$ cat config.mk
export PLATFORM = sky130hd
export DESIGN_NAME = cache_tag_ctrl
export DESIGN_NICKNAME = d
export VERILOG_FILES = /design/src/rtl/cache_pkg.sv /design/src/rtl/cache_tag_cmp.sv /design/src/rtl/cache_tag_ctrl.sv
export SDC_FILE = /design/constraint.sdc
export NUM_CORES = 1
export LEC_CHECK = 0
export BUFFER_PORTS_ARGS = -buffer_cell sky130_fd_sc_hd__buf_2
export CORE_UTILIZATION = 50
export DETAILED_ROUTE_END_ITERATION = 8
export GPL_ROUTABILITY_DRIVEN = 0
export PLACE_DENSITY_LB_ADDON = 0.15
export SETUP_SLACK_MARGIN = 0.1
export SYNTH_ARGS = -nofsm -noshare
export SYNTH_HDL_FRONTEND = slang
export SYNTH_SLANG_ARGS = --single-unit
$ cat constraint.sdc
create_clock -name CK -period 2.9 [get_ports CK]
set_input_delay 0.87 -clock CK [delete_from_list [all_inputs] [get_ports CK]]
set_output_delay 0.87 -clock CK [all_outputs]
set_load 0.01 [all_outputs]
$ cat src/rtl/cache_pkg.sv
// Shared definitions for the 2-way, 32-set cache tag path.
//   TAG_W/IDX_W/OFF_W/ADDR_W : address field widths (tag | index | offset)
//   WAYS, SETS               : cache geometry
//   state_e                  : lookup/refill controller states
//   addr_tag/addr_idx        : field extraction from a byte address
//   line_addr                : line-aligned address built from tag and index
package cache_pkg;

  localparam int TAG_W  = 23;
  localparam int IDX_W  = 5;
  localparam int OFF_W  = 4;
  localparam int ADDR_W = TAG_W + IDX_W + OFF_W;
  localparam int WAYS   = 2;
  localparam int SETS   = 1 << IDX_W;

  typedef enum logic [1:0] {
    IDLE      = 2'd0,
    LOOKUP    = 2'd1,
    MISS_REQ  = 2'd2,
    REFILL_WR = 2'd3
  } state_e;

  function automatic logic [TAG_W-1:0] addr_tag(input logic [ADDR_W-1:0] addr);
    return addr[ADDR_W-1 -: TAG_W];
  endfunction

  function automatic logic [IDX_W-1:0] addr_idx(input logic [ADDR_W-1:0] addr);
    return addr[OFF_W +: IDX_W];
  endfunction

  function automatic logic [ADDR_W-1:0] line_addr(input logic [TAG_W-1:0] tag,
                                                  input logic [IDX_W-1:0] idx);
    return {tag, idx, {OFF_W{1'b0}}};
  endfunction

endpackage

$ cat src/rtl/cache_tag_cmp.sv
// Combinational way compare and victim selection for a 2-way set.
//   valid   : per-way valid bits of the addressed set
//   lru     : way to evict next when both ways are valid
//   tag0/1  : tags read from the array for way 0 / way 1
//   req_tag : tag of the request being looked up
//   hit0/1  : per-way match (valid and equal tag)
//   hit     : either way matched
//   hit_way : matching way, way 0 preferred when both match
//   victim  : first invalid way (way 0 first), otherwise lru
module cache_tag_cmp #(
  parameter int TAG_W = cache_pkg::TAG_W
) (
  input  logic [cache_pkg::WAYS-1:0] valid,
  input  logic                       lru,
  input  logic [TAG_W-1:0]           tag0,
  input  logic [TAG_W-1:0]           tag1,
  input  logic [TAG_W-1:0]           req_tag,
  output logic                       hit0,
  output logic                       hit1,
  output logic                       hit,
  output logic                       hit_way,
  output logic                       victim
);
  import cache_pkg::*;

  always_comb begin
    hit0    = valid[0] && (tag0 == req_tag);
    hit1    = valid[1] && (tag1 == req_tag);
    hit     = hit0 || hit1;
    hit_way = !hit0;
    if (!valid[0]) begin
      victim = 1'b0;
    end else if (!valid[1]) begin
      victim = 1'b1;
    end else begin
      victim = lru;
    end
  end

endmodule

$ cat src/rtl/cache_tag_ctrl.sv
// Lookup and refill controller for the 2-way, 32-set cache tag store.
// Drives the tag array wrapper (1-cycle registered read), keeps valid and
// LRU state in flops and sequences line refills with the memory side.
//
// Ports:
//   CK, RST           : clock, synchronous active-high reset
//   req_valid/addr    : lookup request; req_ready high when idle
//   resp_valid/hit/way: one-cycle response (hit, or miss after refill)
//   mem_req/addr/ack  : refill handshake, mem_req held until mem_ack
//   ta_cs/oe/web/a/di : tag array controls (web is per-way, active-low)
//   ta_do0/ta_do1     : tag array read data, valid one cycle after ta_a
//
// Optional build macro CACHE_STATS_EN adds hit_cnt/miss_cnt response
// counters (32-bit, wrapping, cleared by RST).
//
// The address field widths must match cache_pkg, whose helpers do the
// field slicing.
module cache_tag_ctrl #(
  parameter int ADDR_W = cache_pkg::ADDR_W,
  parameter int TAG_W  = cache_pkg::TAG_W,
  parameter int IDX_W  = cache_pkg::IDX_W,
  parameter int OFF_W  = cache_pkg::OFF_W
) (
  input  logic              CK,
  input  logic              RST,
  input  logic              req_valid,
  input  logic [ADDR_W-1:0] req_addr,
  output logic              req_ready,
  output logic              resp_valid,
  output logic              resp_hit,
  output logic              resp_way,
  output logic              mem_req,
  output logic [ADDR_W-1:0] mem_addr,
  input  logic              mem_ack,
  output logic              ta_cs,
  output logic              ta_oe,
  output logic [1:0]        ta_web,
  output logic [IDX_W-1:0]  ta_a,
  output logic [TAG_W-1:0]  ta_di,
  input  logic [TAG_W-1:0]  ta_do0,
  input  logic [TAG_W-1:0]  ta_do1
`ifdef CACHE_STATS_EN
  ,
  output logic [31:0]       hit_cnt,
  output logic [31:0]       miss_cnt
`endif
);
  import cache_pkg::*;

  localparam int NSETS = 1 << IDX_W;

  state_e                   state_q, state_d;
  logic [TAG_W-1:0]         tag_q, tag_d;
  logic [IDX_W-1:0]         idx_q, idx_d;
  logic                     victim_q, victim_d;
  logic [NSETS-1:0][1:0]    valid_q, valid_d;
  logic [NSETS-1:0]         lru_q, lru_d;
  logic                     resp_valid_q, resp_valid_d;
  logic                     resp_hit_q, resp_hit_d;
  logic                     resp_way_q, resp_way_d;
  logic                     mem_req_q, mem_req_d;
  logic [ADDR_W-1:0]        mem_addr_q, mem_addr_d;
`ifdef CACHE_STATS_EN
  logic [31:0]              hit_cnt_q, hit_cnt_d;
  logic [31:0]              miss_cnt_q, miss_cnt_d;
`endif

  logic cmp_hit0, cmp_hit1, cmp_hit, cmp_hit_way, cmp_victim;

  // Compare against the set captured at acceptance; the array data returned
  // during LOOKUP belongs to that same set.
  cache_tag_cmp #(.TAG_W(TAG_W)) u_cmp (
    .valid   (valid_q[idx_q]),
    .lru     (lru_q[idx_q]),
    .tag0    (ta_do0),
    .tag1    (ta_do1),
    .req_tag (tag_q),
    .hit0    (cmp_hit0),
    .hit1    (cmp_hit1),
    .hit     (cmp_hit),
    .hit_way (cmp_hit_way),
    .victim  (cmp_victim)
  );

  always_comb begin
    state_d      = state_q;
    tag_d        = tag_q;
    idx_d        = idx_q;
    victim_d     = victim_q;
    valid_d      = valid_q;
    lru_d        = lru_q;
    resp_valid_d = 1'b0;
    resp_hit_d   = resp_hit_q;
    resp_way_d   = resp_way_q;
    mem_req_d    = mem_req_q;
    mem_addr_d   = mem_addr_q;

    unique case (state_q)
      IDLE: begin
        if (req_valid) begin
          tag_d   = addr_tag(req_addr);
          idx_d   = addr_idx(req_addr);
          state_d = LOOKUP;
        end
      end
      LOOKUP: begin
        if (cmp_hit) begin
          resp_valid_d = 1'b1;
          resp_hit_d   = 1'b1;
          resp_way_d   = cmp_hit_way;
          lru_d[idx_q] = !cmp_hit_way;
          state_d      = IDLE;
        end else begin
          victim_d   = cmp_victim;
          mem_req_d  = 1'b1;
          mem_addr_d = line_addr(tag_q, idx_q);
          state_d    = MISS_REQ;
        end
      end
      MISS_REQ: begin
        // The miss response is registered here so it is visible during the
        // REFILL_WR cycle, i.e. the cycle right after mem_ack.
        if (mem_ack) begin
          mem_req_d    = 1'b0;
          resp_valid_d = 1'b1;
          resp_hit_d   = 1'b0;
          resp_way_d   = victim_q;
          state_d      = REFILL_WR;
        end
      end
      REFILL_WR: begin
        valid_d[idx_q][victim_q] = 1'b1;
        lru_d[idx_q]             = !victim_q;
        state_d                  = IDLE;
      end
      default: state_d = IDLE;
    endcase
  end

`ifdef CACHE_STATS_EN
  always_comb begin
    hit_cnt_d  = hit_cnt_q;
    miss_cnt_d = miss_cnt_q;
    if (resp_valid_d && resp_hit_d) begin
      hit_cnt_d = hit_cnt_q + 32'd1;
    end
    if (resp_valid_d && !resp_hit_d) begin
      miss_cnt_d = miss_cnt_q + 32'd1;
    end
  end
`endif

  always_ff @(posedge CK) begin
    if (RST) begin
      state_q      <= IDLE;
      valid_q      <= '0;
      lru_q        <= '0;
      resp_valid_q <= 1'b0;
      resp_hit_q   <= 1'b0;
      resp_way_q   <= 1'b0;
      mem_req_q    <= 1'b0;
      mem_addr_q   <= '0;
`ifdef CACHE_STATS_EN
      hit_cnt_q    <= '0;
      miss_cnt_q   <= '0;
`endif
    end else begin
      state_q      <= state_d;
      valid_q      <= valid_d;
      lru_q        <= lru_d;
      resp_valid_q <= resp_valid_d;
      resp_hit_q   <= resp_hit_d;
      resp_way_q   <= resp_way_d;
      mem_req_q    <= mem_req_d;
      mem_addr_q   <= mem_addr_d;
`ifdef CACHE_STATS_EN
      hit_cnt_q    <= hit_cnt_d;
      miss_cnt_q   <= miss_cnt_d;
`endif
    end
  end

  // Request fields and victim are datapath only; state decides when they matter.
  always_ff @(posedge CK) begin
    tag_q    <= tag_d;
    idx_q    <= idx_d;
    victim_q <= victim_d;
  end

  always_comb begin
    req_ready = (state_q == IDLE) && !RST;
    ta_cs     = 1'b1;
    ta_oe     = 1'b1;
    ta_di     = tag_q;
    // In IDLE the array is addressed straight from the request so its data
    // arrives in LOOKUP; otherwise it stays on the captured set.
    ta_a      = (state_q == IDLE) ? addr_idx(req_addr) : idx_q;
    // Reset gates the write so an aborted refill never touches the array.
    ta_web    = 2'b11;
    if ((state_q == REFILL_WR) && !RST) begin
      ta_web = victim_q ? 2'b01 : 2'b10;
    end
  end

  assign resp_valid = resp_valid_q;
  assign resp_hit   = resp_hit_q;
  assign resp_way   = resp_way_q;
  assign mem_req    = mem_req_q;
  assign mem_addr   = mem_addr_q;
`ifdef CACHE_STATS_EN
  assign hit_cnt    = hit_cnt_q;
  assign miss_cnt   = miss_cnt_q;
`endif

endmodule

==> impl_metrics.ini <==
[floorplan]
initial_utilization_pct = 51.9
dieArea_sq_um = 15800
core_sq_um = 14700
row_count = 44
io_pins = 151
die_width_um = 126
die_h_um = 126

[min_path]
min_path_cells = 1
hold_path.startpoint = valid_q[53]
worst_hold_path.endpoint = valid_q[53]
hold_path_class = register to register

[power]
power.density_nw_per_um2 = 596
vdd_drop_max_mv = 0.476
cellLeakagePower_nw = 3.65

[synthesis]
synthXorXnorAreaFrac_pct = 5.28
synth.distinct_cells = 43
netlist_instances = 763
synthFlopType = dfxtp_1
synth_seq_cells = 159
synth_top_family_by_area = compound AO/OA/AOI/OAI gates
post_synth.cell_area_avg_sq_um = 9.99
synth.area.mux_share_pct = 10.7
synth-edff-count = 29
synth_simple_gate_area_share_pct = 14.8
async_reset_ff_share_pct = 0
synth_compound_area_share_pct = 16.4
ys_warn_count = 0
synth_top_area_share_pct = 34.1
synth_area_leaders = dfxtp_1, edfxtp_1, mux2i_1
synth_top_area_cell = dfxtp_1
synth_adder_area_share_pct = 0.656
syn_area_sq_um = 7630
synth-seq-area-share_pct = 45.5

[run_status]
violations = design-rule violations, negative setup slack
outcome = finished, violations left

[route]
ant_nets = 0
drc = 1
first_pass_iters = 7
vias = 6580
drt-initial-drc-count = 600
wl_per_cell_um = 20.3
vias_per_cell = 5.90
drt-total-wl_mm = 22.6

[placed_design]
dp_slack_ns = -0.265
port_buffers = 140
post_dp_cell_area_sq_um = 8600
hpwlAfterDp_mm = 15.1
placedCellCount = 1061

[global_routing]
antenna_found_initial = 1
grt.overflow.total = 0
grt_use_total_pct = 28.5
grt_pass1_wl_mm = 34.4
grt_pass1_vias = 6485
grt_max_degree = 52

[finish]
layout_commonest_cell = buf_2
nets = 1004
stdcell_count = 1115
final_cell_area_sq_um = 9720
area.growth.synth_to_final_pct = 27.4
final_cell_mix = buf_2, dfxtp_1, nor2_1
drive_above_1_share_pct = 34.5
antenna_cells = 0

[clock_tree]
h-tree-depth = 4
cts.sinks = 159
path_clk_slew_ns = 0.06
cts_tree = yes
clk_path_buf_depth = 2
cts-root-buf = clkbuf_16
clk_latency_ns = 0.43
cts_made_buffers = 17

[sta]
finalSetupViolations = 19
setup_slack_ns = -0.0468
post-route-min-period_ns = 2.95
maxSlewHeadroom_pct = 53.4
clock.fmax_ghz = 0.339
rsz0062_at_grt = yes
fin_skew_ns = 0.00671
hold_viol_final = 0
fin_crit_sh_pct = 102
tns_ns = -0.217
tightest_slew_ns = 0.694
hold_ws_ns = 0.464
finalMaxSlewViolations = 0

[critical_path]
cp_data_required_time_ns = 3.24
regToRegEndpoint = lru_q[1]
path_delay_family = compound AO/OA/AOI/OAI gates
timing.rr.start = idx_q[0]
rr_worst_depth = 9
cp_slowest_cell = edfxtp_1
end_kind = register
cp.arrival_ns = 3.29
cp_max_fo = 20
worst-path-buf-inv = 2
crit_type = register to register
r2r_slack_ns = -0.05
slowest_delay_ns = 0.55
crit_chain = buf_6 -> or3b_4 -> o221ai_2 -> a22oi_2 -> a211oi_2 -> nor3_4 -> buf_12 -> or3_1 -> a221oi_2
start_kind = register

[job]
drv_cap = 0
-- layer usage --
layer / global-route usage, % / wire length [um] / share of wire (%)
met5: 0 / 0 / 0
met4: 14.3 / 792 / 3.5
met3: 6.20 / 1590 / 7.0
met2: 46.3 / 10700 / 48
met1: 35.9 / 9480 / 42
-- final cells by class --
type | instances | area, sq um
clock inverters | 13 | 128
multi-input cells | 501 | 3960
inverters | 40 | 150
flip-flops and latches | 159 | 3470
fillers | 1163 | 4980
clock buffers | 19 | 443
repair buffers | 199 | 1330
well taps | 184 | 230
-- logic make-up (layout without fill, tap and decap cells) --
kind of cell | Yosys count | after routing
adders and majority gates | 4 | 4
AOI/OAI and AO/OA | 138 | 138
other | 2 | 6
muxes | 71 | 71
buffers and inverters | 107 | 271
DFF | 159 | 159
and+or+nand+nor | 236 | 236
xor gates and xnor gates | 46 | 46
-- synth_stat cells (4+ instances only) --
| master | count |
|---|---|
| or3b_1 | 5 |
| a22oi_1 | 9 |
| buf_6 | 4 |
| clkbuf_1 | 40 |
| nor4_1 | 10 |
| o2bb2ai_1 | 32 |
| nand3_1 | 8 |
| mux2i_1 | 60 |
| o221ai_1 | 16 |
| o21ai_0 | 6 |
| nor2_1 | 96 |
| buf_4 | 15 |
| a21oi_1 | 36 |
| a221oi_2 | 32 |
| nand3b_1 | 7 |
| buf_2 | 5 |
| nor2b_1 | 4 |
| ha_1 | 4 |
| nor3_1 | 6 |
| nand2_1 | 46 |
| xor2_1 | 46 |
| edfxtp_1 | 29 |
| dfxtp_1 | 130 |
| or3_1 | 39 |
| and3_1 | 5 |
| inv_1 | 40 |
| mux4_2 | 8 |
-- power by group --
part	switching, mW	total [mW]	internal [mW]
Combinational	0.674	1.17	0.495
Sequential	0.0944	2.46	2.36
Clock	0.950	2.17	1.22
-- worst register-to-register path, cell delays in order (launching register included) --
cell	delay [ns]
edfxtp_1	0.55
buf_6	0.20
or3b_4	0.42
o221ai_2	0.22
a22oi_2	0.14
a211oi_2	0.39
nor3_4	0.11
buf_12	0.17
or3_1	0.42
a221oi_2	0.24
-- flip-flops by register name, indices dropped and copies added (netlist names), named ones only --
name,count
idx_q,5
resp_way,1
state_q,1
ta_di,23
mem_addr,28
lru_q,32
victim_q,1
mem_req,1
resp_valid,1
valid_q,64
resp_hit,1
-- what timing repair did --
action,4_1_cts,5_1_grt
hold buffers,0,0
buffers inserted,10,8
resized for setup,22,36
endpoints found under the setup margin,63,62
pin swaps,8,11
gates cloned,1,3
-- per-stage QoR --
| step | total power [mW] | utilization (%) |
|---|---|---|
| finish | 5.79 | 66.1 |
| global route | 5.99 | 66.1 |
| CTS | 5.72 | 63.8 |
| detailed placement | 3.52 | 58.5 |
| global placement | 3.49 | 58.5 |
| floorplan | 3.11 | - |
-- how the worst max path moves through the flow --
stage	from	endpoint	cells after the start
2_1_floorplan	RST	ta_web[0]	5
3_3_place_gp	ta_do0[9]	lru_q[20]	9
3_5_place_dp	ta_do0[9]	lru_q[12]	9
4_1_cts	idx_q[0]	lru_q[12]	9
5_1_grt	idx_q[0]	lru_q[3]	9
6_report	idx_q[0]	lru_q[1]	9
Note: power is estimated with default switching activity, not from simulation.
